$ cat src/rtl/cardinal_nic_fifo.sv
// Network interface between one processor port and one Cardinal router port,
// with a DEPTH-entry FIFO in each direction plus occupancy and overflow status.
module cardinal_nic_fifo #(
   parameter int DATA_W = 64,
   parameter int DEPTH  = 4,
   parameter int VC_BIT = DATA_W - 1
) (
   input  logic              clk,
   input  logic              reset,
   input  logic [1:0]        addr,
   input  logic [DATA_W-1:0] d_in,
   input  logic              nicEn,
   input  logic              nicEnWr,
   output logic [DATA_W-1:0] d_out,
   input  logic              net_si,
   input  logic [DATA_W-1:0] net_dl,
   output logic              net_ri,
   input  logic              net_ro,
   input  logic              net_polarity,
   output logic              net_so,
   output logic [DATA_W-1:0] net_do
);

   localparam int CNT_W = $clog2(DEPTH) + 1;
   localparam int PTR_W = $clog2(DEPTH);
   localparam logic [CNT_W-1:0] FULL_CNT = CNT_W'(DEPTH);

   typedef enum logic [1:0] {
      ADDR_IN_DATA    = 2'b00,
      ADDR_IN_STATUS  = 2'b01,
      ADDR_OUT_DATA   = 2'b10,
      ADDR_OUT_STATUS = 2'b11
   } addr_e;

   addr_e addr_sel;
   assign addr_sel = addr_e'(addr);

   // Eject (router -> processor) FIFO
   logic [DATA_W-1:0] in_mem [DEPTH];
   logic [PTR_W-1:0]  in_wr_ptr, in_rd_ptr;
   logic [CNT_W-1:0]  in_count;
   logic              in_empty, in_full, in_push, in_pop;

   // Inject (processor -> router) FIFO
   logic [DATA_W-1:0] out_mem [DEPTH];
   logic [PTR_W-1:0]  out_wr_ptr, out_rd_ptr;
   logic [CNT_W-1:0]  out_count;
   logic              out_empty, out_full, out_push, out_pop;
   logic [DATA_W-1:0] out_head;

   logic              ovf;
   logic              proc_rd, proc_wr, out_wr_req, ovf_set;
   logic [DATA_W-1:0] in_status, out_status;

   assign proc_rd = nicEn && !nicEnWr;
   assign proc_wr = nicEn && nicEnWr;

   assign in_empty = (in_count == '0);
   assign in_full  = (in_count == FULL_CNT);
   assign net_ri   = !in_full;
   assign in_push  = net_si && !in_full;
   assign in_pop   = proc_rd && (addr_sel == ADDR_IN_DATA) && !in_empty;

   // Full checks use the pre-pop count, so a full FIFO refuses a push even while popping.
   assign out_empty  = (out_count == '0);
   assign out_full   = (out_count == FULL_CNT);
   assign out_wr_req = proc_wr && (addr_sel == ADDR_OUT_DATA);
   assign out_push   = out_wr_req && !out_full;
   assign ovf_set    = out_wr_req && out_full;
   assign out_head   = out_mem[out_rd_ptr];
   assign out_pop    = !out_empty && net_ro && (out_head[VC_BIT] == net_polarity);

   always_comb begin
      // NOTE: every bit gets a default before the partial overrides, so no latch is inferred.
      in_status                = '0;
      in_status[DATA_W-1]      = !in_empty;
      in_status[CNT_W-1:0]     = in_count;
      out_status               = '0;
      out_status[DATA_W-1]     = out_full;
      out_status[DATA_W-2]     = ovf;
      out_status[CNT_W-1:0]    = out_count;
   end

   // NOTE: storage arrays carry no reset; the pointers and counts alone define validity.
   always_ff @(posedge clk) begin
      if (in_push)  in_mem[in_wr_ptr]   <= net_dl;
      if (out_push) out_mem[out_wr_ptr] <= d_in;
   end

   // NOTE: sequential state uses non-blocking assignments so all registers update together.
   always_ff @(posedge clk or negedge reset) begin
      if (!reset) begin
         in_wr_ptr  <= '0;
         in_rd_ptr  <= '0;
         in_count   <= '0;
         out_wr_ptr <= '0;
         out_rd_ptr <= '0;
         out_count  <= '0;
      end else begin
         if (in_push) in_wr_ptr <= in_wr_ptr + 1'b1;
         if (in_pop)  in_rd_ptr <= in_rd_ptr + 1'b1;
         case ({in_push, in_pop})
            2'b10:   in_count <= in_count + CNT_W'(1);
            2'b01:   in_count <= in_count - CNT_W'(1);
            default: in_count <= in_count;
         endcase

         if (out_push) out_wr_ptr <= out_wr_ptr + 1'b1;
         if (out_pop)  out_rd_ptr <= out_rd_ptr + 1'b1;
         case ({out_push, out_pop})
            2'b10:   out_count <= out_count + CNT_W'(1);
            2'b01:   out_count <= out_count - CNT_W'(1);
            default: out_count <= out_count;
         endcase
      end
   end

   // Processor read port and sticky overflow; a set wins over the read-clear.
   always_ff @(posedge clk or negedge reset) begin
      if (!reset) begin
         d_out <= '0;
         ovf   <= 1'b0;
      end else begin
         if (proc_rd) begin
            unique case (addr_sel)
               ADDR_IN_DATA:    d_out <= in_empty ? '0 : in_mem[in_rd_ptr];
               ADDR_IN_STATUS:  d_out <= in_status;
               ADDR_OUT_DATA:   d_out <= '0;
               ADDR_OUT_STATUS: d_out <= out_status;
            endcase
         end
         if (ovf_set)
            ovf <= 1'b1;
         else if (proc_rd && addr_sel == ADDR_OUT_STATUS)
            ovf <= 1'b0;
      end
   end

   // Router send side: one-cycle valid pulse, data held between packets.
   always_ff @(posedge clk or negedge reset) begin
      if (!reset) begin
         net_so <= 1'b0;
         net_do <= '0;
      end else if (out_pop) begin
         net_so <= 1'b1;
         net_do <= out_head;
      end else begin
         net_so <= 1'b0;
      end
   end

endmodule

$ cat config.mk
export PLATFORM = sky130hd
export DESIGN_NAME = cardinal_nic_fifo
export DESIGN_NICKNAME = d
export VERILOG_FILES = /design/src/rtl/cardinal_nic_fifo.sv
export SDC_FILE = /design/constraint.sdc
export NUM_CORES = 1
export LEC_CHECK = 0
export ABC_AREA = 1
export CAP_MARGIN = 0
export CORE_ASPECT_RATIO = 0.7
export CORE_MARGIN = 8
export CORE_UTILIZATION = 57
export DETAILED_ROUTE_END_ITERATION = 10
export MAX_ROUTING_LAYER = met4
export PLACE_DENSITY = 0.84
export RECOVER_POWER = 25
export SKIP_LAST_GASP = 1
export SYNTH_ARGS = -nofsm -noshare
export SYNTH_HDL_FRONTEND = slang
export SYNTH_SLANG_ARGS = --single-unit
$ cat constraint.sdc
create_clock -name clk -period 9.5 [get_ports clk]
set_clock_uncertainty 0.2 [all_clocks]
set_input_delay 1.9 -clock clk [delete_from_list [all_inputs] [get_ports clk]]
set_output_delay 1.9 -clock clk [all_outputs]
set_load 0.05 [all_outputs]
# Yosys cells after proc, flatten, opt, wreduce, memory -nomap -nowiden
# Memories as Yosys holds them, arrays and structs flattened.
# Index checks and enable logic that the tools add are counted.
# Widths: inputs -> output; s select.
[word_totals]
reg_bits = 144
ram_bits = 512
inputBits = 137
output_inout_bits = 130
wordCells = 63
memories = 2
[memory_table]
columns = ["name", "words", "word_bits", "rd", "rd_ports_with_merged_regs", "write_ports", "line", "rtl"]
rows = [
  ["in_mem", 4, 64, 1, 0, 1, "39", "logic [DATA_W-1:0] in_mem [DEPTH];"],
  ["out_mem", 4, 64, 1, 0, 1, "45", "logic [DATA_W-1:0] out_mem [DEPTH];"],
]
[classes]
add_sub_neg = 8
n_eq_ne = 10
mux = 11
reduce_logical = 22
[ops]
columns = ["operator", "count"]
rows = [
  ["$pmux 64 s4", 1],
  ["$mux 64", 1],
  ["$pmux 3 s2", 2],
  ["$logic_and 1x1->1", 11],
  ["$add 2x1->2 const B", 4],
  ["$eq 2x2->1 const B", 4],
  ["$mux 1", 7],
  ["$add 3x1->3 const B", 2],
  ["$eq 2x1->1 const B", 3],
  ["$eq 3x3->1 const B", 2],
  ["$logic_not 3->1", 2],
  ["$reduce_bool 2->1", 3],
  ["$sub 3x1->3 const B", 2],
  ["$logic_not 1->1", 5],
  ["$logic_not 2->1", 1],
  ["$eq 1x1->1", 1],
]

# Logic depth before layout (Yosys ltp)
# Gate-level depths: netlist of run 1.
[depth]
ltp_word = 6
mapped_depth = 16
depth_no_buf = 13

# Worst setup path after synthesis of run 1
# OpenSTA, ideal clock, no wires.
[synth_path]
kind = "input port to flip-flop"
startpoint = "input port addr[0]"
endpoint = "memory out_mem[0][0], enable pin"
setup_time_ps = 486
t_arrival_ps = 5040
required_ps = 8814
slack_ps = 3774
cell_stages = 5
n_path_buf = 0
cell_sequence = "inv_1 nand4_1 nor2_1 inv_1 nor2_1"
[synth_between]
elab_chain_len = 5
[synth_lines]
columns = ["element", "line", "rtl"]
rows = [
  ["start: declaration", "10", "input logic [1:0] addr,"],
  ["$eq 2x2->1", "67", "assign out_wr_req = proc_wr && (addr_sel == ADDR_OUT_DATA);"],
  ["$logic_and 1x1->1", "67", ""],
  ["$logic_and 1x1->1", "68", "assign out_push = out_wr_req && !out_full;"],
  ["$mux 1", "87", "if (out_push) out_mem[out_wr_ptr] <= d_in;"],
  ["$mux 1 (not written as such)", "87", ""],
  ["end: declaration", "45", ""],
]
# Every way passes these cells.

# Final worst setup path of run 1
[layout_path]
startpoint = "input port nicEn"
endpoint = "register in_count[2]"
[layout_between]
elab_chain_len = 5
elab_cells_between_ends = 7
cone_classes = "eq/ne: 2; mux: 1; reduce/logical: 4"
[layout_lines]
columns = ["element", "line", "rtl"]
rows = [
  ["start: declaration", "12", "input logic nicEn,"],
  ["$logic_and 1x1->1 (*)", "55", "assign proc_rd = nicEn && !nicEnWr;"],
  ["$logic_and 1x1->1 (*) (2 in a row)", "62", "assign in_pop = proc_rd && (addr_sel == ADDR_IN_DATA) && !in_empty;"],
  ["$eq 2x1->1 or $eq 2x2->1 (tied branches)", "102", "case ({in_push, in_pop})"],
  ["$pmux 3 s2 or $reduce_bool 2->1 (tied branches)", "n/a", ""],
  ["end signal: assignment", "103", "2'b10: in_count <= in_count + CNT_W'(1);"],
  ["end signal: assignment", "104", "2'b01: in_count <= in_count - CNT_W'(1);"],
  ["end signal: assignment", "105", "default: in_count <= in_count;"],
  ["end: declaration", "41", "logic [CNT_W-1:0] in_count;"],
]
# Mark *: on every way between the ends. The rest lies on a longest branch, timed or not.
# A chain may end at the register's enable or synchronous reset.

==> impl_metrics.tcl, run 1 <==
set metrics [dict create \
    slowest_delay_ps 690 \
    met1_usage 0.281 \
    slew_violations 0 \
    drive_above_1_share 0.0555 \
    clock_sinks 656 \
    cp-endpoint "in_count[2]" \
    synthTopCellsByArea "edfxtp_1 61%, dfrtp_1 14%, nand2_1 7.8%" \
    wire_per_inst_um 20.1 \
    start_kind "primary input" \
    setup.worst_path.class "primary input to flop" \
    cts_tree "built" \
    setup_violations 0 \
    gp_congestion 0.826 \
    synth_most_common_cell "nand2_1" \
    cp.required_ps 9800 \
    tightest_slew_ps 1120 \
    grt_pass1_wl_um 91000 \
    async_flop_share 0.220 \
    grt_pass1_vias 16649 \
    start_util 0.575 \
    core_mm2 0.0436 \
    place_hpwl_um 33100 \
    synth_ff_type "edfxtp_1" \
    yosysWarnings 0 \
    grt_max_degree 126 \
    vias 16351 \
    root_buffer "clkbuf_16" \
    worstReg2RegEnd "d_out[1]" \
    die_w_um 267 \
    synth-seq-cells 656 \
    regToRegSetupSlack_ps 6220 \
    instances_no_fill 2934 \
    grtUsageMet3 0.0409 \
    worstPathArrival_ps 4680 \
    netlist_instances 2047 \
    clockBufferDepth 3 \
    drcViolationCount 0 \
    vias_per_cell 5.57 \
    syn_nets 2196 \
    tns_ps 0 \
    dieArea_mm2 0.0510 \
    ys_types 26 \
    rsz0062_at_grt "false" \
    busiest_layer "met2" \
    ant_nets 0 \
    clk_pin_slew_ps 60 \
    hold_violations 0 \
    cts_made_buffers 58 \
    grt-ovfl-total 0 \
    startpoint "nicEn" \
    drt-pass1-iter-count 5 \
    first_iter_violations 1539 \
    place_area_mm2 0.0282 \
    port_buffers 266 \
    worst_r2r_path_depth 6 \
    p_leak_nw 11.4 \
    hold_class "flop to flop" \
    wl_um 58900 \
    avgSynthCellArea_um2 12.2 \
    htree_num_levels 2 \
    synth_top_area_frac 0.613 \
    max-slew-margin-rel 0.252 \
    irDropWorstVdd_uv 203 \
    crit_chain "clkdlybuf4s50_1, inv_1, nor2_2, inv_2, nor2_4, buf_4, ha_1, inv_1, fa_1, nor2_1, nor2_1, nand2_1, xor2_1" \
    max_freq_mhz 228 \
    ys_top_cells_by_count "522 x nand2_1, 512 x edfxtp_1, 250 x nand3_1" \
    seq_area_frac_synth 0.757 \
    antenna_found_initial 18 \
    fin_crit_sh 0.461 \
    post_cts_buffers 0 \
    synth-edff-count 512 \
    gr-usage-met2 0.402 \
    clk_latency_ps 590 \
    die_y_um 191 \
    crit_slowest_cell "buf_4" \
    cp-end-kind "flop" \
    finalNetCount 2425 \
    cts_resized 0 \
    groute.usage.overall 0.233 \
    timing.rr.start "in_rd_ptr[0]" \
    dpl.cell_count 2810 \
    synth_top_cell_by_area "edfxtp_1" \
    hold_buffers 0 \
    area_growth_pct 20.2 \
    netlist_area_mm2 0.0251 \
    io_pins 267 \
    power_density_mw_per_mm2 302 \
    cp_max_fo 64 \
    fin_area_mm2 0.0301 \
    rows 64 \
    status "complete, no violations" \
    maxCapViolCount 0 \
    min_period_ps 4380 \
]
layout by cell type, fill, tap and decap left out, types with 16 or more instances in the layout:
cell type	count
nand2_1	521
edfxtp_1	512
nand3_1	250
nor2_1	217
clkdlybuf4s50_1	172
o21ai_0	166
dfrtp_1	141
dlygate4sd3_1	93
clkbuf_16	58
o21ai_1	37
inv_1	29
clkbuf_1	21
buf_4	20
diode_2	16
metrics by stage:
step	power [mW]	setup slack (ps)	util	hold WS, ps
final	9.08	5120	0.691	270
after global routing	9.54	5030	0.691	292
after CTS	9.15	5200	0.690	273
after detailed placement	6.82	4590	0.647	258
after global placement	6.70	4670	0.647	254
after floorplan	5.84	3770	-	246
metal layers:
metal | up-vias | routed length (um)
met5 | - | 0
met4 | 0 | 1360
met3 | 108 | 3800
met2 | 596 | 30600
met1 | 8093 | 23100
li1 | 7554 | -
report_power, final:
group	switching, mW	internal [mW]
Combinational	2.02	0.834
Clock	1.01	1.31
Sequential	0.318	3.59
Total	3.35	5.73
worst min-delay path by stage:
stage          cells after the start           to  slack (ps)         from
2_1_floorplan                      1  in_count[0]         250  in_count[0]
3_3_place_gp                       2   net_do[54]         250   net_do[54]
3_5_place_dp                       2   net_do[30]         260   net_do[30]
4_1_cts                            2   net_do[16]         270   net_do[16]
5_1_grt                            2   net_do[15]         290   net_do[15]
6_report                           2   net_do[27]         270   net_do[27]
registers in the layout (all words and copies together), names as in the netlist, 3 cells and up:
register,flops
d_out,64
in_count,3
out_mem,256
out_count,3
net_do,64
in_mem,256
kinds of logic (layout without fill, tap and decap cells):
logic type	count (synthesis)	count (layout)	synth area share
xor gates and xnor gates	9	9	0.00315
AOI/OAI and AO/OA	213	213	0.0431
buffers and inverters	152	429	0.0257
adders and majority gates	12	12	0.00659
other	0	16	0
and+or+nand+nor	1005	1005	0.164
DFF	656	656	0.757
critical path: cells and delay by family:
kind / cells / cell delay [ps]
adders and majority gates: 2 / 660
and+or+nand+nor: 5 / 550
xor gates and xnor gates: 1 / 160
buffers and inverters: 5 / 1390
layout make-up:
type / instances / area (um2)
multi-input combinational: 1239 / 5520
tap: 594 / 743
clock inverter: 21 / 243
antenna: 16 / 40.0
fill: 2887 / 13400
clock buffer: 87 / 1640
timing repair buffer: 286 / 2810
inverter: 35 / 134
sequential: 656 / 19000
Power figures use the tool's default switching activity.
==> run 2: changes to the inputs <==
CORE_UTILIZATION = 56   (was 57)
PLACE_DENSITY = 0.83   (was 0.84)
clock period = 4.5 ns   (was 9.5 ns; I/O delays follow)
==> run 2 against run 1 <==
Compared with the run above:
- the flow now finishes with violations (capacitance limit, slew limit)
- register-to-register slack got worse by 4700 ps
- clock-buffer cell count decreased by 4
- final cell count increased by 0.41%
- sequential power grew 110%
- first-iteration DRC count increased by 0.91%
- largest power group unchanged
==> impl_metrics.tcl, run 2 (synthesis gave the netlist of run 1 again) <==
set metrics [dict create \
    finalNetCount 2433 \
    antenna_found_initial 10 \
    wire_per_inst_um 20.2 \
    drcViolationCount 0 \
    first_iter_violations 1553 \
    instances_no_fill 2946 \
    grt_pass1_vias 16558 \
    crit_slowest_cell "clkdlybuf4s50_1" \
    drt-pass1-iter-count 5 \
    io_pins 267 \
    min_period_ps 3130 \
    cts_made_buffers 58 \
    start_util 0.561 \
    hold_class "flop to flop" \
    gp_congestion 0.805 \
    rows 65 \
    vias_per_cell 5.58 \
    htree_num_levels 2 \
    post_cts_buffers 0 \
    dpl.cell_count 2827 \
    final_cell_mix "521 x nand2_1, 512 x edfxtp_1, 250 x nand3_1, 217 x nor2_1, 188 x clkdlybuf4s50_1" \
    clockBufferDepth 3 \
    hold_buffers 0 \
    p_leak_nw 11.5 \
    status "finished, violations left" \
    tightest_slew_ps 2170 \
    fin_ws_ps 1370 \
    die_y_um 193 \
    grt_pass1_wl_um 91100 \
    violations "capacitance limit, slew limit" \
    ant_nets 0 \
    start_kind "flop" \
    cts_tree "built" \
    irDropWorstVdd_uv 445 \
    wl_um 59500 \
    drive_above_1_share 0.0600 \
    core_mm2 0.0446 \
    power_density_mw_per_mm2 638 \
    die_w_um 269 \
    slew_violations 73 \
    cp_max_fo 4 \
    place_hpwl_um 35100 \
    cp_top_family "buffers and inverters" \
    clk_pin_slew_ps 60 \
    worstPathArrival_ps 2030 \
    crit_chain "inv_1, nand3_1, clkdlybuf4s50_1" \
    vias 16446 \
    clk_latency_ps 590 \
    rsz0062_at_grt "false" \
    place_ws_ps 966 \
    fin_crit_sh 0.696 \
    setup.worst_path.class "flop to primary output" \
    root_buffer "clkbuf_16" \
    grt-ovfl-total 0 \
    reg.largest.list "in_mem (256), out_mem (256)" \
    clock_sinks 656 \
    layout_commonest_cell "nand2_1" \
    max-slew-margin-rel -0.446 \
    area_growth_pct 21.0 \
    hold_violations 0 \
    maxCapViolCount 1 \
    cp.required_ps 3400 \
    setup_violations 0 \
    cp-end-kind "primary output" \
    port_buffers 266 \
    slowest_delay_ps 830 \
    cts_resized 0 \
    fin_util 0.679 \
    max_freq_mhz 319 \
    dieArea_mm2 0.0519 \
    cp.buffers_inverters 2 \
    grt_max_degree 128 \
    groute.usage.overall 0.231 \
]
-- run 2: worst register-to-register path, delay by kind of cell (launching register included) --
family          cells  cell delay (ps)
buf+inv             3              730
fa+ha+maj           2              530
simple gates        3              460
flops               1              430
compound gates      2              320
xor+xnor            1              160
-- run 2: worst paths after layout --
check | from | end | slack [ps] | depth (start not counted)
min | net_do[23] | net_do[23] | 270 | 2
min in group asynchronous | reset | d_out[60] | 720 | 1
max | in_count[0] | net_ri | 1370 | 3
max in group asynchronous | reset | in_rd_ptr[1] | 1950 | 1
max reg2reg | out_rd_ptr[1] | out_count[2] | 1560 | 11
min reg2reg | net_do[23] | net_do[23] | 270 | 2
-- run 2: per-layer routing --
metal | global-route usage | vias to the layer above | routed length [um]
met4 | 0.0682 | 0 | 1450
met2 | 0.383 | 574 | 29900
li1 | - | 7569 | -
met3 | 0.0316 | 119 | 3490
met5 | - | - | 0
met1 | 0.303 | 8184 | 24600
-- run 2: final cells by class --
cell class	instances	area, um2
Multi-Input combinational cell	1239	5520
Antenna cell	11	27.5
Sequential cell	656	19000
Clock inverter	25	279
Clock buffer	83	1640
Timing Repair Buffer	294	2990
Inverter	35	133
Tap cell	603	754
Fill cell	2953	14300
-- run 2: through the flow --
stage	setup TNS, ps	cell area [um2]	total power [mW]	hold slack (ps)
global route	0	30300	20.3	290
CTS	0	30300	19.5	178
finish	0	30300	19.4	268
detailed placement	0	28400	14.5	260
global placement	0	28400	14.3	255
floorplan	-57970	25100	12.3	246
-- run 2: power breakdown --
group	switching [mW]	internal (mW)
registers	0.521	7.57
clock network	2.13	2.82
logic	4.48	1.83
total	7.13	12.2
